$ cat config.mk
export PLATFORM = sky130hd
export DESIGN_NAME = gc_apb_fifo_slave
export DESIGN_NICKNAME = d
export VERILOG_FILES = /design/src/rtl/gc_apb_fifo_slave.sv
export SDC_FILE = /design/constraint.sdc
export NUM_CORES = 1
export LEC_CHECK = 0
export CAP_MARGIN = 20
export CORE_MARGIN = 5
export CORE_UTILIZATION = 60
export DETAILED_ROUTE_END_ITERATION = 6
export GPL_ROUTABILITY_DRIVEN = 0
export PLACE_DENSITY = 0.81
export REMOVE_ABC_BUFFERS = 1
export SLEW_MARGIN = 5
export SYNTH_ARGS = -nofsm -noshare
export SYNTH_HDL_FRONTEND = slang
export SYNTH_SLANG_ARGS = --single-unit
$ cat constraint.sdc
create_clock -name PCLK -period 6.84 [get_ports PCLK]
set_input_delay 2.052 -clock PCLK [delete_from_list [all_inputs] [get_ports PCLK]]
set_output_delay 2.052 -clock PCLK [all_outputs]
set_load 0.03 [all_outputs]
$ cat src/rtl/gc_apb_fifo_slave.sv
// APB3 completer giving the Cortex-M3 a TX FIFO toward the GameCube controller
// logic, an RX FIFO back from it, a control/status register pair and a level
// interrupt. Zero-wait transfers take effect on the clock edge that raises
// PREADY; DATA reads add one wait state to register and pop the RX head.
module gc_apb_fifo_slave #(
    parameter int DEPTH = 8,
    parameter int AW    = 3
) (
    input  logic        PCLK,
    input  logic        PRESERN,
    input  logic        PSEL,
    input  logic        PENABLE,
    input  logic        PWRITE,
    input  logic [7:0]  PADDR,
    input  logic [31:0] PWDATA,
    output logic [31:0] PRDATA,
    output logic        PREADY,
    output logic        PSLVERR,
    output logic [31:0] tx_data,
    output logic        tx_valid,
    input  logic        tx_ready,
    input  logic [31:0] rx_data,
    input  logic        rx_valid,
    output logic        rx_ready,
    output logic        irq
);

    localparam logic [1:0]    REG_DATA   = 2'd0;
    localparam logic [1:0]    REG_STATUS = 2'd1;
    localparam logic [AW:0]   FULL_CNT   = (AW+1)'(DEPTH);
    localparam logic [AW:0]   CNT_ONE    = (AW+1)'(1);
    localparam logic [AW-1:0] PTR_ONE    = AW'(1);

    logic [31:0]   tx_mem [DEPTH];
    logic [31:0]   rx_mem [DEPTH];
    logic [AW-1:0] tx_wr_ptr_reg, tx_rd_ptr_reg, rx_wr_ptr_reg, rx_rd_ptr_reg;
    logic [AW:0]   tx_count_reg, rx_count_reg;
    logic          en_reg, irq_en_reg, rx_overflow_reg, rd_wait_reg, irq_reg;
    logic          pready_reg, pslverr_reg;
    logic [31:0]   prdata_reg;

    logic          setup, unmapped, tx_full, tx_empty, rx_full, rx_empty;
    logic          tx_pop, rx_push, tx_push, rx_pop, ctrl_wr, clr, rd_start;
    logic          resp, resp_err;
    logic [31:0]   resp_data, status_word, ctrl_word;
    logic [1:0]    sel_reg;
    logic          unused_paddr;

    assign unused_paddr = ^PADDR[1:0];

    assign setup    = PSEL & ~PENABLE;
    assign sel_reg  = PADDR[3:2];
    assign unmapped = (PADDR[7:4] != 4'd0) | (sel_reg == 2'd3);

    assign tx_empty = (tx_count_reg == '0);
    assign tx_full  = (tx_count_reg == FULL_CNT);
    assign rx_empty = (rx_count_reg == '0);
    assign rx_full  = (rx_count_reg == FULL_CNT);

    assign tx_valid = en_reg & ~tx_empty;
    assign tx_pop   = tx_valid & tx_ready;
    assign rx_ready = en_reg & ~rx_full;
    assign rx_push  = rx_valid & rx_ready;
    assign tx_data  = tx_empty ? 32'd0 : tx_mem[tx_rd_ptr_reg];

    assign status_word = {8'(tx_count_reg), 8'(rx_count_reg), 12'd0,
                          rx_overflow_reg, rx_full, tx_full, ~rx_empty};
    // CLR always reads back as 0
    assign ctrl_word   = {29'd0, 1'b0, irq_en_reg, en_reg};

    assign PRDATA  = prdata_reg;
    assign PREADY  = pready_reg;
    assign PSLVERR = pslverr_reg;
    assign irq     = irq_reg;

    // Decode the bus: setup phase answers everything except DATA reads, which
    // complete in the following access cycle if PSEL/PENABLE are still held.
    always_comb begin
        tx_push   = 1'b0;
        rx_pop    = 1'b0;
        ctrl_wr   = 1'b0;
        clr       = 1'b0;
        rd_start  = 1'b0;
        resp      = 1'b0;
        resp_err  = 1'b0;
        resp_data = 32'd0;
        if (setup) begin
            if (unmapped) begin
                resp     = 1'b1;
                resp_err = 1'b1;
            end else if (PWRITE) begin
                resp = 1'b1;
                case (sel_reg)
                    REG_DATA: begin
                        // a full TX FIFO still accepts the word if it is popped this cycle
                        if (tx_full & ~tx_pop) resp_err = 1'b1;
                        else                   tx_push  = 1'b1;
                    end
                    REG_STATUS: resp_err = 1'b1;
                    default: begin
                        ctrl_wr = 1'b1;
                        clr     = PWDATA[2];
                    end
                endcase
            end else begin
                case (sel_reg)
                    REG_DATA:   rd_start = 1'b1;
                    REG_STATUS: begin
                        resp      = 1'b1;
                        resp_data = status_word;
                    end
                    default: begin
                        resp      = 1'b1;
                        resp_data = ctrl_word;
                    end
                endcase
            end
        end else if (rd_wait_reg & PSEL & PENABLE) begin
            resp = 1'b1;
            if (rx_empty) begin
                resp_err = 1'b1;
            end else begin
                rx_pop    = 1'b1;
                resp_data = rx_mem[rx_rd_ptr_reg];
            end
        end
    end

    // One-cycle APB response pulse and the DATA-read wait-state flag
    always_ff @(posedge PCLK or negedge PRESERN) begin
        if (!PRESERN) begin
            pready_reg  <= 1'b0;
            pslverr_reg <= 1'b0;
            prdata_reg  <= 32'd0;
            rd_wait_reg <= 1'b0;
        end else begin
            pready_reg  <= resp;
            pslverr_reg <= resp_err;
            prdata_reg  <= resp_data;
            rd_wait_reg <= rd_start;
        end
    end

    // Control bits, sticky RX overflow and the registered interrupt
    always_ff @(posedge PCLK or negedge PRESERN) begin
        if (!PRESERN) begin
            en_reg          <= 1'b0;
            irq_en_reg      <= 1'b0;
            rx_overflow_reg <= 1'b0;
            irq_reg         <= 1'b0;
        end else begin
            if (ctrl_wr) begin
                en_reg     <= PWDATA[0];
                irq_en_reg <= PWDATA[1];
            end
            if (clr)                                rx_overflow_reg <= 1'b0;
            else if (rx_valid & en_reg & rx_full)   rx_overflow_reg <= 1'b1;
            irq_reg <= irq_en_reg & (~rx_empty | rx_overflow_reg);
        end
    end

    // TX FIFO pointers and occupancy; CLR overrides a same-cycle pop
    always_ff @(posedge PCLK or negedge PRESERN) begin
        if (!PRESERN) begin
            tx_wr_ptr_reg <= '0;
            tx_rd_ptr_reg <= '0;
            tx_count_reg  <= '0;
        end else if (clr) begin
            tx_wr_ptr_reg <= '0;
            tx_rd_ptr_reg <= '0;
            tx_count_reg  <= '0;
        end else begin
            if (tx_push) tx_wr_ptr_reg <= tx_wr_ptr_reg + PTR_ONE;
            if (tx_pop)  tx_rd_ptr_reg <= tx_rd_ptr_reg + PTR_ONE;
            case ({tx_push, tx_pop})
                2'b10:   tx_count_reg <= tx_count_reg + CNT_ONE;
                2'b01:   tx_count_reg <= tx_count_reg - CNT_ONE;
                default: ;
            endcase
        end
    end

    // RX FIFO pointers and occupancy; CLR overrides a same-cycle push
    always_ff @(posedge PCLK or negedge PRESERN) begin
        if (!PRESERN) begin
            rx_wr_ptr_reg <= '0;
            rx_rd_ptr_reg <= '0;
            rx_count_reg  <= '0;
        end else if (clr) begin
            rx_wr_ptr_reg <= '0;
            rx_rd_ptr_reg <= '0;
            rx_count_reg  <= '0;
        end else begin
            if (rx_push) rx_wr_ptr_reg <= rx_wr_ptr_reg + PTR_ONE;
            if (rx_pop)  rx_rd_ptr_reg <= rx_rd_ptr_reg + PTR_ONE;
            case ({rx_push, rx_pop})
                2'b10:   rx_count_reg <= rx_count_reg + CNT_ONE;
                2'b01:   rx_count_reg <= rx_count_reg - CNT_ONE;
                default: ;
            endcase
        end
    end

    // FIFO storage; contents need no reset since emptiness is tracked by the counts
    always_ff @(posedge PCLK) begin
        if (tx_push) tx_mem[tx_wr_ptr_reg] <= PWDATA;
        if (rx_push) rx_mem[rx_wr_ptr_reg] <= rx_data;
    end

endmodule

After elaboration in Yosys (flattened, before gate mapping)
Memory sizes are Yosys's and may differ from the RTL's.
Cells that the tools add are included.
W data, S select, Z words.
{"block": "word_totals", "register_bits": 59, "mem_bits_rw": 512, "input_bits": 79, "output_inout_bits": 69, "word_cells": 119, "n_memories": 2}
{"memory": "rx_mem", "words": 8, "width": 32, "rd": 1, "rd_clocked_by_memory_dff": 0, "wr": 1, "line": "35", "source": "logic [31:0] rx_mem [DEPTH];"}
{"memory": "tx_mem", "words": 8, "width": 32, "rd": 1, "rd_clocked_by_memory_dff": 0, "wr": 1, "line": "34", "source": "logic [31:0] tx_mem [DEPTH];"}
{"block": "op_classes", "addsub": 8, "eq_ne": 8, "n_mux": 57, "n_bitwise": 18, "reduce_logical": 12}
{"cell": "$mux W32", "n": 4}
{"cell": "$mux W28", "n": 2}
{"cell": "$pmux W28 S2", "n": 1}
{"cell": "$mux W1", "n": 37}
{"cell": "$mux W3", "n": 8}
{"cell": "$pmux W4 S2", "n": 2}
{"cell": "$add A3 B1 Y3 const B", "n": 4}
{"cell": "$and A1 B1 Y1", "n": 11}
{"cell": "$reduce_bool A2 Y1", "n": 5}
{"cell": "$add A4 B1 Y4 const B", "n": 2}
{"cell": "$eq A4 B4 Y1 const B", "n": 2}
{"cell": "$logic_not A4 Y1", "n": 2}
{"cell": "$mux W4", "n": 2}
{"cell": "$sub A4 B1 Y4 const B", "n": 2}
{"cell": "$eq A2 B1 Y1 const B", "n": 3}
{"cell": "$eq A2 B2 Y1 const B", "n": 3}
{"cell": "$reduce_bool A3 Y1", "n": 2}
{"cell": "$not A1 Y1", "n": 5}
{"cell": "$reduce_bool A4 Y1", "n": 1}
{"cell": "$logic_not A2 Y1", "n": 1}
{"cell": "$or A1 B1 Y1", "n": 2}
{"cell": "$pmux W1 S2", "n": 1}
{"cell": "$reduce_or A2 Y1", "n": 1}

Logic depth before layout (Yosys ltp)
{"block": "depth", "word_depth": 14, "mapped_depth": 9, "depth_no_buf": 8}

Least setup slack after synthesis
No wires, ideal clock.
{"block": "synth_timing", "path_type": "input port to flip-flop", "start": "input PADDR[5]", "end": "memory tx_mem[0][0], enable pin", "setup_ps": 461, "arrival_time_ps": 5547, "required_time_ps": 6379, "path_slack_ps": 832, "stages": 5, "n_path_buf": 1, "path_cell_list": "or4_4 > buf_6 > nor3_1 > nand3b_1 > nor3_1"}
{"block": "synth_via", "elab_chain_cells": 6}
{"item": "start, declared", "line": "14", "source": "input logic [7:0] PADDR,"}
{"item": "$reduce_bool A4 Y1", "line": "53", "source": "assign unmapped = (PADDR[7:4] != 4'd0) | (sel_reg == 2'd3);"}
{"item": "$or A1 B1 Y1", "line": "53"}
{"item": "$mux W1", "line": "88", "source": "if (unmapped) begin"}
{"item": "$mux W1", "line": "87", "source": "if (setup) begin"}
{"item": "$mux W1", "line": "206", "source": "if (tx_push) tx_mem[tx_wr_ptr_reg] <= PWDATA;"}
{"item": "$mux W1 (not written as such)", "line": "206"}
{"item": "end, declared", "line": "34"}
Every way passes these cells.

Final worst setup path
{"block": "layout_timing", "start": "register tx_rd_ptr_reg[1]", "end": "output tx_data[23]"}
{"block": "layout_via", "elab_chain_cells": 2}
{"item": "start, declared", "line": "36", "source": "logic [AW-1:0] tx_wr_ptr_reg, tx_rd_ptr_reg, rx_wr_ptr_reg, rx_rd_ptr_reg;"}
{"item": "start signal, assigned", "line": "174", "source": "if (tx_pop) tx_rd_ptr_reg <= tx_rd_ptr_reg + PTR_ONE;"}
{"item": "$mem_v2 Z8 W32"}
{"item": "$mux W32", "line": "64", "source": "assign tx_data = tx_empty ? 32'd0 : tx_mem[tx_rd_ptr_reg];"}
{"item": "end, declared", "line": "19", "source": "output logic [31:0] tx_data,"}
Every way passes these cells.

==> flow_summary.ini <==
[layout]
area_delta_synth_final_pct = 18.0
n_fill_cell = 2107
drive_gt1_share_pct = 21.2
design_area_um2 = 25800
n_antenna_cell = 0
fin_nets = 1315

[sta]
slew_viol_final = 0
layout_min_cycle_time_ps = 5480
setup_tns_ps = 0
worstMarginPinSlew_ps = 939
final-setup-viol-count = 0
finalCritPeriodShare_pct = 80.1
finalHoldViolations = 0
finalClockSkew_ps = 20.1
maxSlewHeadroom_pct = 37.4
max_freq_mhz = 183
rsz0062_at_grt = no

[pwr]
power.switching_mw = 1.83
p_clk_share_pct = 36.6
p_comb_share_pct = 13.2
ir_drop_v = 0.000222
power_leakage_nw = 8.31
internal_power_mw = 6.04
p_seq_share_pct = 50.1
pwr_density_cell_nw_per_um2 = 305
sw_frac_of_total_pct = 23.3

[placement]
hpwlAfterDp_mm = 24.0
place_area_um2 = 24100
port_buffers = 145

[logic_synthesis]
synthDistinctLibCells = 50
yosysTopAreaCellShare_pct = 70.3
synth_cells = 1045
ys_warn_count = 0
ys_async_sr_fraction_pct = 10.3
yosysTopAreaCell = edfxtp_1
synth_edf_count = 512
synth-seq-cells = 571
ys_seq_area_share_pct = 77.0
synthesis.area_um2 = 21900
synthFlopType = edfxtp_1
yosys-top-cells-area = edfxtp_1 (70%), mux4_2 (13%), dfrtp_1 (6.7%)
synth.avg_cell_area_um2 = 20.9

[worst_setup_path]
max_stage_delay_ps = 770
slowest_stage = dfrtp_2
cp_data_required_time_ps = 4790
end_kind = primary output
cp_cell_sequence = buf_4 > mux4_2 > mux2i_1 > nor2_1 > clkdlybuf4s50_1
cp_data_arrival_time_ps = 3430
crit_type = flop to primary output
worstPathMaxFanout = 42
worst_setup_path_start_kind = flop

[floorplanning]
dieArea_um2 = 40400
die_y_um = 201
start_util_pct = 60.2
ios = 148
coreArea_um2 = 36300
die_x_um = 201
rows = 70

[worst_hold_path]
hold_path.class = flop to flop

[clocking]
cts_made_buffers = 54
cts_resized = 0
clk_path_buf_depth = 3
cts.sinks = 571
cts.htree.levels = 2
clockRootBuffer = clkbuf_16
clock_latency_ps = 600
post_cts_buffers = 0
path_clk_slew_ps = 60
cts_tree = built
postCtsHoldBufs = 0

[detailed_routing]
drc = 0
ant_nets = 0
initialDrtViolationCount = 862
vias = 10500
avgRoutedWirePerCell_um = 25.3
totalWireLength_mm = 44.0
via_per_inst = 6.06
firstDrtPassIters = 7

[status]
outcome = completed

[grt]
grt_overflow = 0
grt_pass1_vias = 11200
grt_pass1_wl_mm = 67.6
gr-usage-all-layers_pct = 22.1
grt_max_degree = 67
antenna_found_initial = 4

[job]
maxCapViolations = 0
[worst paths after layout]
path,startpoint,endpoint,slack (ps),cells past startpoint
max in group asynchronous,PRESERN,tx_rd_ptr_reg[0],4510,2
min in group asynchronous,PRESERN,PRDATA[20],1630,2
worst max-delay path,tx_rd_ptr_reg[1],tx_data[23],1360,5
worst min register to register,tx_rd_ptr_reg[2],tx_rd_ptr_reg[2],550,2
worst max register to register,rx_rd_ptr_reg[0],PRDATA[0],4120,4
worst min-delay path,tx_rd_ptr_reg[2],tx_rd_ptr_reg[2],550,2
[worst max-delay path: cells and delay by family, from the launching register on]
kind          cells  cell delay (ps)
buf+inv           2             1360
flops             1              770
mux               2              420
simple gates      1              260
[power groups by stage]
stage / Sequential, mW / Combinational, mW / Clock, mW
6_report: 3.95 / 1.04 / 2.88
5_1_grt: 3.96 / 1.12 / 3.09
4_1_cts: 3.95 / 1.06 / 2.94
3_5_place_dp: 4.02 / 1.04 / 0
3_3_place_gp: 4.02 / 1.02 / 0
2_1_floorplan: 4.05 / 0.659 / 0
[cells in the mapped netlist (all sizes together) (2+ instances only)]
| library cell | n |
|---|---|
| nand3b | 2 |
| a22oi | 2 |
| a211oi | 2 |
| xnor2 | 3 |
| clkbuf | 27 |
| buf | 22 |
| mux4 | 128 |
| nor3 | 7 |
| nor2b | 6 |
| o211a | 2 |
| inv | 7 |
| edfxtp | 512 |
| xor2 | 7 |
| dfrtp | 59 |
| o21ai | 15 |
| nor2 | 84 |
| or4 | 4 |
| nand2b | 6 |
| o22ai | 4 |
| o21a | 2 |
| nor4 | 2 |
| nand3 | 8 |
| ha | 7 |
| and3 | 3 |
| a21oi | 8 |
| or3 | 4 |
| nand2 | 28 |
| mux2 | 4 |
| mux2i | 68 |
[cell families after synthesis]
kind of cell	synth area share (%)
and+or+nand+nor	3.32
muxes	16.5
DFF	77.0
AOI/OAI and AO/OA	1.19
adders and majority gates	0.492
buffers and inverters	1.10
xor gates and xnor gates	0.400
[through the flow]
step	total power, mW	util (%)	hold slack, ps	setup slack, ps	std cells
floorplan	4.71	-	472	895	996
global placement	5.04	66.2	515	1710	1639
CTS	7.95	71.0	551	1300	1741
global route	8.17	71.0	573	1200	1741
detailed placement	5.07	66.2	518	1630	1640
finish	7.87	71.0	553	1360	1741
[placed cells by master, fill, tap and decap left out, drive strengths merged, types with 3 or more instances in the layout]
master	n
clkbuf	77
inv	8
nand2	28
ha	7
nand2b	6
nor2b	6
buf	32
nor3	7
a21oi	8
dfrtp	59
mux2	4
or3	4
edfxtp	512
mux2i	68
or4	4
xnor2	3
clkinv	20
xor2	7
and3	3
mux4	128
nand3	8
bufinv	3
clkdlybuf4s50	144
o22ai	4
o21ai	15
nor2	84
[layer usage]
metal / routed length, um / global-route usage, % / up-vias
met4: 768 / 5.48 / 8
met2: 23400 / 38.6 / 412
met3: 3030 / 4.43 / 65
met1: 16700 / 29.1 / 5457
met5: 47 / 0 / -
li1: - / - / 4604
[cell type report]
cell class | instances | area (um2) | share of cell area, %
Clock buffer | 77 | 1530 | 5.92
Clock inverter | 24 | 211 | 0.819
Inverter | 8 | 30.0 | 0.116
Multi-Input combinational cell | 417 | 4910 | 19.0
Sequential cell | 571 | 16900 | 65.3
Tap cell | 468 | 586 | 2.27
Timing Repair Buffer | 176 | 1680 | 6.52
(Power assumes the default switching activity.)
==> patch 1, RTL diff (same settings) <==
Remove the register `irq_reg`: a continuous assignment takes its place, so the output `irq` follows one clock earlier.
--- a/src/rtl/gc_apb_fifo_slave.sv
+++ b/src/rtl/gc_apb_fifo_slave.sv
@@ -148,5 +148,4 @@
             irq_en_reg      <= 1'b0;
             rx_overflow_reg <= 1'b0;
-            irq_reg         <= 1'b0;
         end else begin
             if (ctrl_wr) begin
@@ -156,7 +155,8 @@
             if (clr)                                rx_overflow_reg <= 1'b0;
             else if (rx_valid & en_reg & rx_full)   rx_overflow_reg <= 1'b1;
-            irq_reg <= irq_en_reg & (~rx_empty | rx_overflow_reg);
-        end
-    end
+        end
+    end
+
+    assign irq_reg = irq_en_reg & (~rx_empty | rx_overflow_reg);
 
     // TX FIFO pointers and occupancy; CLR overrides a same-cycle pop
Behaviour: not the same (Yosys sat finds a counterexample within 4 cycles, from zero or initial values).
==> patch 1 against the original RTL <==
  * Die area fell by 0.11%
  * Routed wire length fell by 0.69%
  * Final area down 0.53%
  * Worst setup slack better by 0.27 ns
  * Total power shrank 1.7%
  * Synthesized area shrank 0.11%
  * Sequential cell count is 1 lower
  * Critical endpoint is now tx_data[11]
  * Cell count decreased by 0.17%
  * Largest cell class unchanged
==> patch 1: results (changes against the original RTL) <==
most common flop cell mapped by yosys sky130_fd_sc_hd__edfxtp_1; category of cells accounting for the largest share of critical-path delay buffers and inverters; sequential fraction of the synthesis area 77.0% (about the same); post-place instance area 0.0241 mm2 (about the same); post-route non-filler standard cell count 1738 (-0.17%); number of buffers on the longest clock path 3 (unchanged); worst relative slew slack 33.4% (-3.9 points); maximum vdd ir drop 0.341 mV (+53%); post-synthesis compound-gate area fraction 1.20% (+0.0014 points); Logic power comb 1.10 mW (+6%); Tot Pwr 7.73 mW (-1.7%); most common library cells after synthesis sky130_fd_sc_hd__edfxtp_1, sky130_fd_sc_hd__mux4_2, sky130_fd_sc_hd__nor2_1; slowest library cell on the worst path sky130_fd_sc_hd__clkdlybuf4s50_1; portion of netlist area occupied by mux cells 16.5% (+0.019 points); proportion of layout cells with a drive suffix above 1 20.6% (-0.56 points); drt via density 6.11 (+0.82%); synthesized-area fraction occupied by adder cells 0.492% (+0.00056 points); met3 track demand over resource 5.20% (+0.78 points); Met3 Routed Length 3.04 mm (+0.30%); Worst Skew 0.0244 ns (+0.00425 ns); sequential group share of total power 50.5% (+0.4 points); wire length of the first global-routing pass 66.8 mm (-1.1%); number of DRC violations after detailed-routing iteration 0 850 (-1.4%); delay of the slowest cell on the worst path 0.60 ns (-0.17 ns); total global routing track utilization 21.7% (-0.37 points); largest fanout of any net on the critical path 43 (+2.4%); Worst Setup Slack post-DPL 1.64 ns (+0.00524 ns); number of antenna violations at the first check in global routing 5 (+1); cell types with the largest area share after synthesis sky130_fd_sc_hd__edfxtp_1, sky130_fd_sc_hd__mux4_2, sky130_fd_sc_hd__dfrtp_1, sky130_fd_sc_hd__mux2i_1, sky130_fd_sc_hd__nor2_1; CP Data Arrival Time 3.16 ns (-0.27 ns); estimated wirelength of the detail-placed design 24.1 mm (+0.18%); Psw 1.84 mW (+0.46%); Routed met1 length 16.7 mm (about the same); xor and xnor fraction of the mapped netlist area 0.401% (+0.00046 points); met2 track demand over resource 37.5% (-1.1 points); number of nets in the final layout 1314 (-0.076%); met2 WL 23.0 mm (-1.9%); worst setup path startpoint tx_rd_ptr_reg[0]; standby leakage power 8.24 nW (-0.86%); number of optimization iterations in the first detailed-route pass 5 (-2); proportion of register bits with asynchronous set or reset after synthesis 10.2% (-0.16 points); total of fill cells in the finished design 2134 (+1.3%); Routed WL per cell 25.1 um (-0.52%); met1 usage 28.4% (-0.71 points); result of the run completed; TritonCTS Buffers 52 (-3.7%); mean cell area of the mapped netlist 20.9 um2 (about the same); count of synthesis-stage warnings from yosys 0 (unchanged)
==> patch 1: layout make-up <==
type / instances / area, um2 / area share (%)
Sequential cell: 570 / 16800 / 65.6
Multi-Input combinational cell: 417 / 4910 / 19.1
Timing Repair Buffer: 178 / 1720 / 6.69
Clock buffer: 75 / 1410 / 5.48
Tap cell: 468 / 586 / 2.28
Clock inverter: 21 / 184 / 0.716
Inverter: 8 / 30.0 / 0.117
Antenna cell: 1 / 2.50 / 0.00975
==> patch 1: path summary, 6_finish.rpt <==
check | slack (ns) | depth (start not counted) | endpoint
setup / recovery | 1.63 | 6 | tx_data[11]
hold / removal | 0.58 | 2 | tx_rd_ptr_reg[2]
setup reg to reg | 4.13 | 4 | PRDATA[2]
hold reg to reg | 0.58 | 2 | tx_rd_ptr_reg[2]
max in group asynchronous | 4.52 | 2 | tx_rd_ptr_reg[0]
min in group asynchronous | 1.62 | 2 | PRDATA[29]
==> patch 2, RTL diff (same settings) <==
Without the edit above. Change the parameter `DEPTH` from 8 to 16.
--- a/src/rtl/gc_apb_fifo_slave.sv
+++ b/src/rtl/gc_apb_fifo_slave.sv
@@ -4,5 +4,5 @@
 // PREADY; DATA reads add one wait state to register and pop the RX head.
 module gc_apb_fifo_slave #(
-    parameter int DEPTH = 8,
+    parameter int DEPTH = 16,
     parameter int AW    = 3
 ) (
Formal check against the unedited RTL: not equivalent (a bounded check fails within 4 cycles, from zero or initial values).
==> patch 2 against the original RTL <==
  * First-iteration DRC count shrank 5.5%
  * Final area shrank 0.51%
  * Via count grew 0.46%
  * Worst setup slack lost 0.017 ns
  * Global-route usage grew 0.29 points
  * Synthesized area is essentially flat
  * Sequential cell count is the same
  * Hold slack lost 0.0064 ns
  * Routed wire length grew 1.4%
Power is not compared: it rests on default switching activity, and its combinational part moved more than twofold at a synthesized area within 25%.
==> patch 2: results (changes against the original RTL) <==
clock tree root buffer cell sky130_fd_sc_hd__clkbuf_16; post-place instance area 0.0240 mm2 (-0.17%); Logic power comb 219 uW; synthesized-area fraction occupied by adder cells 0.492% (about the same); standby leakage power 8.20 nW; result of the run completed; estimated wirelength of the detail-placed design 24.1 mm (+0.47%); total global routing track utilization 22.4% (+0.29 points); number of DRC violations after detailed-routing iteration 0 815 (-5.5%); clock-pin slew on the worst setup and hold paths 0.06 ns (about the same); category of cells accounting for the largest share of critical-path delay buffers and inverters; number of buffers on the longest clock path 3 (unchanged); portion of netlist area occupied by mux cells 16.4% (-0.10 points); Clock Power Share 40.6%; Psw 1.36 mW; cell types with the largest area share after synthesis sky130_fd_sc_hd__edfxtp_1, sky130_fd_sc_hd__mux4_2, sky130_fd_sc_hd__dfrtp_1, sky130_fd_sc_hd__mux2i_1, sky130_fd_sc_hd__nor2_1; Worst Skew 0.0199 ns (-0.000223 ns); number of antenna violations at the first check in global routing 5 (+1); post-synthesis compound-gate area fraction 0.949% (-0.25 points); most common flop cell mapped by yosys sky130_fd_sc_hd__edfxtp_1; CP Data Arrival Time 3.44 ns (about the same); drt via density 6.12 (+1.1%); post-cts gate resize count 0 (unchanged); Post-CTS Setup Repair Bufs 0 (unchanged); slowest library cell on the worst path sky130_fd_sc_hd__dfrtp_2; count of synthesis-stage warnings from yosys 0 (unchanged); number of distinct library cells after synthesis 46 (-8.0%); wire length of the first global-routing pass 68.3 mm (+1.1%); number of nets in the final layout 1309 (-0.46%); proportion of register bits with asynchronous set or reset after synthesis 10.3% (unchanged); sequential fraction of the synthesis area 77.0% (about the same); Worst Setup Slack post-DPL 1.66 ns (+0.0258 ns); input/output buffers 145 (unchanged); maximum vdd ir drop 0.258 mV; power density relative to cell area 268 mW/mm2; H-Tree Level Count 2 (unchanged); worst hold-check path type register to register; insertion delay to the later sink of the worst-skew pair 0.59 ns; TritonCTS Buffers 54 (unchanged); number of optimization iterations in the first detailed-route pass 4 (-3); largest fanout of any net on the critical path 43 (+2.4%); most common library cells after synthesis sky130_fd_sc_hd__edfxtp_1, sky130_fd_sc_hd__mux4_2, sky130_fd_sc_hd__nor2_1; delay of the slowest cell on the worst path 1.07 ns (+0.30 ns); largest net degree at the start of global routing 67 (unchanged); proportion of layout cells with a drive suffix above 1 20.7% (-0.51 points); slew at the pin closest to its max-slew limit 1.06 ns (+0.123 ns); via count of the first global-routing pass 11200 (-0.28%); Inst Count DP 1633 (-0.43%); Routed WL per cell 25.8 um (+2.0%); number of enable-type register cells in the synthesized netlist 512 (unchanged); xor and xnor fraction of the mapped netlist area 0.480% (+0.080 points); hold-fix buffer count after cts 0 (unchanged); overall routed net length 44.6 mm (+1.4%); cells after synthesis 1038 (-0.67%)
## patch 2: cell types whose count changed after synthesis, moves of 5 or more
| cell | before | now |
|---|---|---|
| sky130_fd_sc_hd__o21ai_1 | 0 | 10 |
| sky130_fd_sc_hd__o21ai_0 | 15 | 3 |
| sky130_fd_sc_hd__buf_2 | 13 | 20 |
| sky130_fd_sc_hd__clkbuf_1 | 27 | 12 |
| sky130_fd_sc_hd__nor2_1 | 84 | 78 |
| sky130_fd_sc_hd__buf_4 | 1 | 6 |
## patch 2: area by class of cell
type,instances,area (um2)
repair buffers,174,1670
clock inverters,21,151
diodes,1,2.50
clock buffers,74,1490
fillers,2096,10700
flip-flops and latches,571,16900
well taps,468,586
multi-input cells,417,4900
inverters,4,15.0
## patch 2: worst paths after layout
check	startpoint	slack [ns]	depth (start not counted)	end
max in group asynchronous	PRESERN	4.50	2	rx_rd_ptr_reg[0]
min	irq_en_reg	0.55	1	irq
min reg2reg	irq_en_reg	0.55	1	irq
max	tx_rd_ptr_reg[1]	1.35	5	tx_data[27]
min in group asynchronous	PRESERN	1.63	2	PRDATA[8]
max reg2reg	tx_count_reg[1]	4.03	5	tx_mem[3][15]
## patch 2: kinds of logic after synthesis
family                     Yosys count
AOI/OAI and AO/OA                   34
muxes                              198
and+or+nand+nor                    165
xor gates and xnor gates            12
adders and majority gates            8
buffers and inverters               50
DFF                                571
## patch 2: routing by layer
metal	GRT usage, %	vias up	part of all wire [%]
met5	0.357	-	0.13
met4	7.06	8	2.6
met3	4.36	95	6.4
met2	39.1	394	53
met1	28.8	5521	38
li1	-	4576	-
## patch 2: worst reg2reg max path: cells and delay by family, from the launching register on
kind / cells / cell delay [ns]
flip-flops: 1 / 0.52
AND/OR/NAND/NOR: 4 / 1.65
buffers and inverters: 1 / 0.35
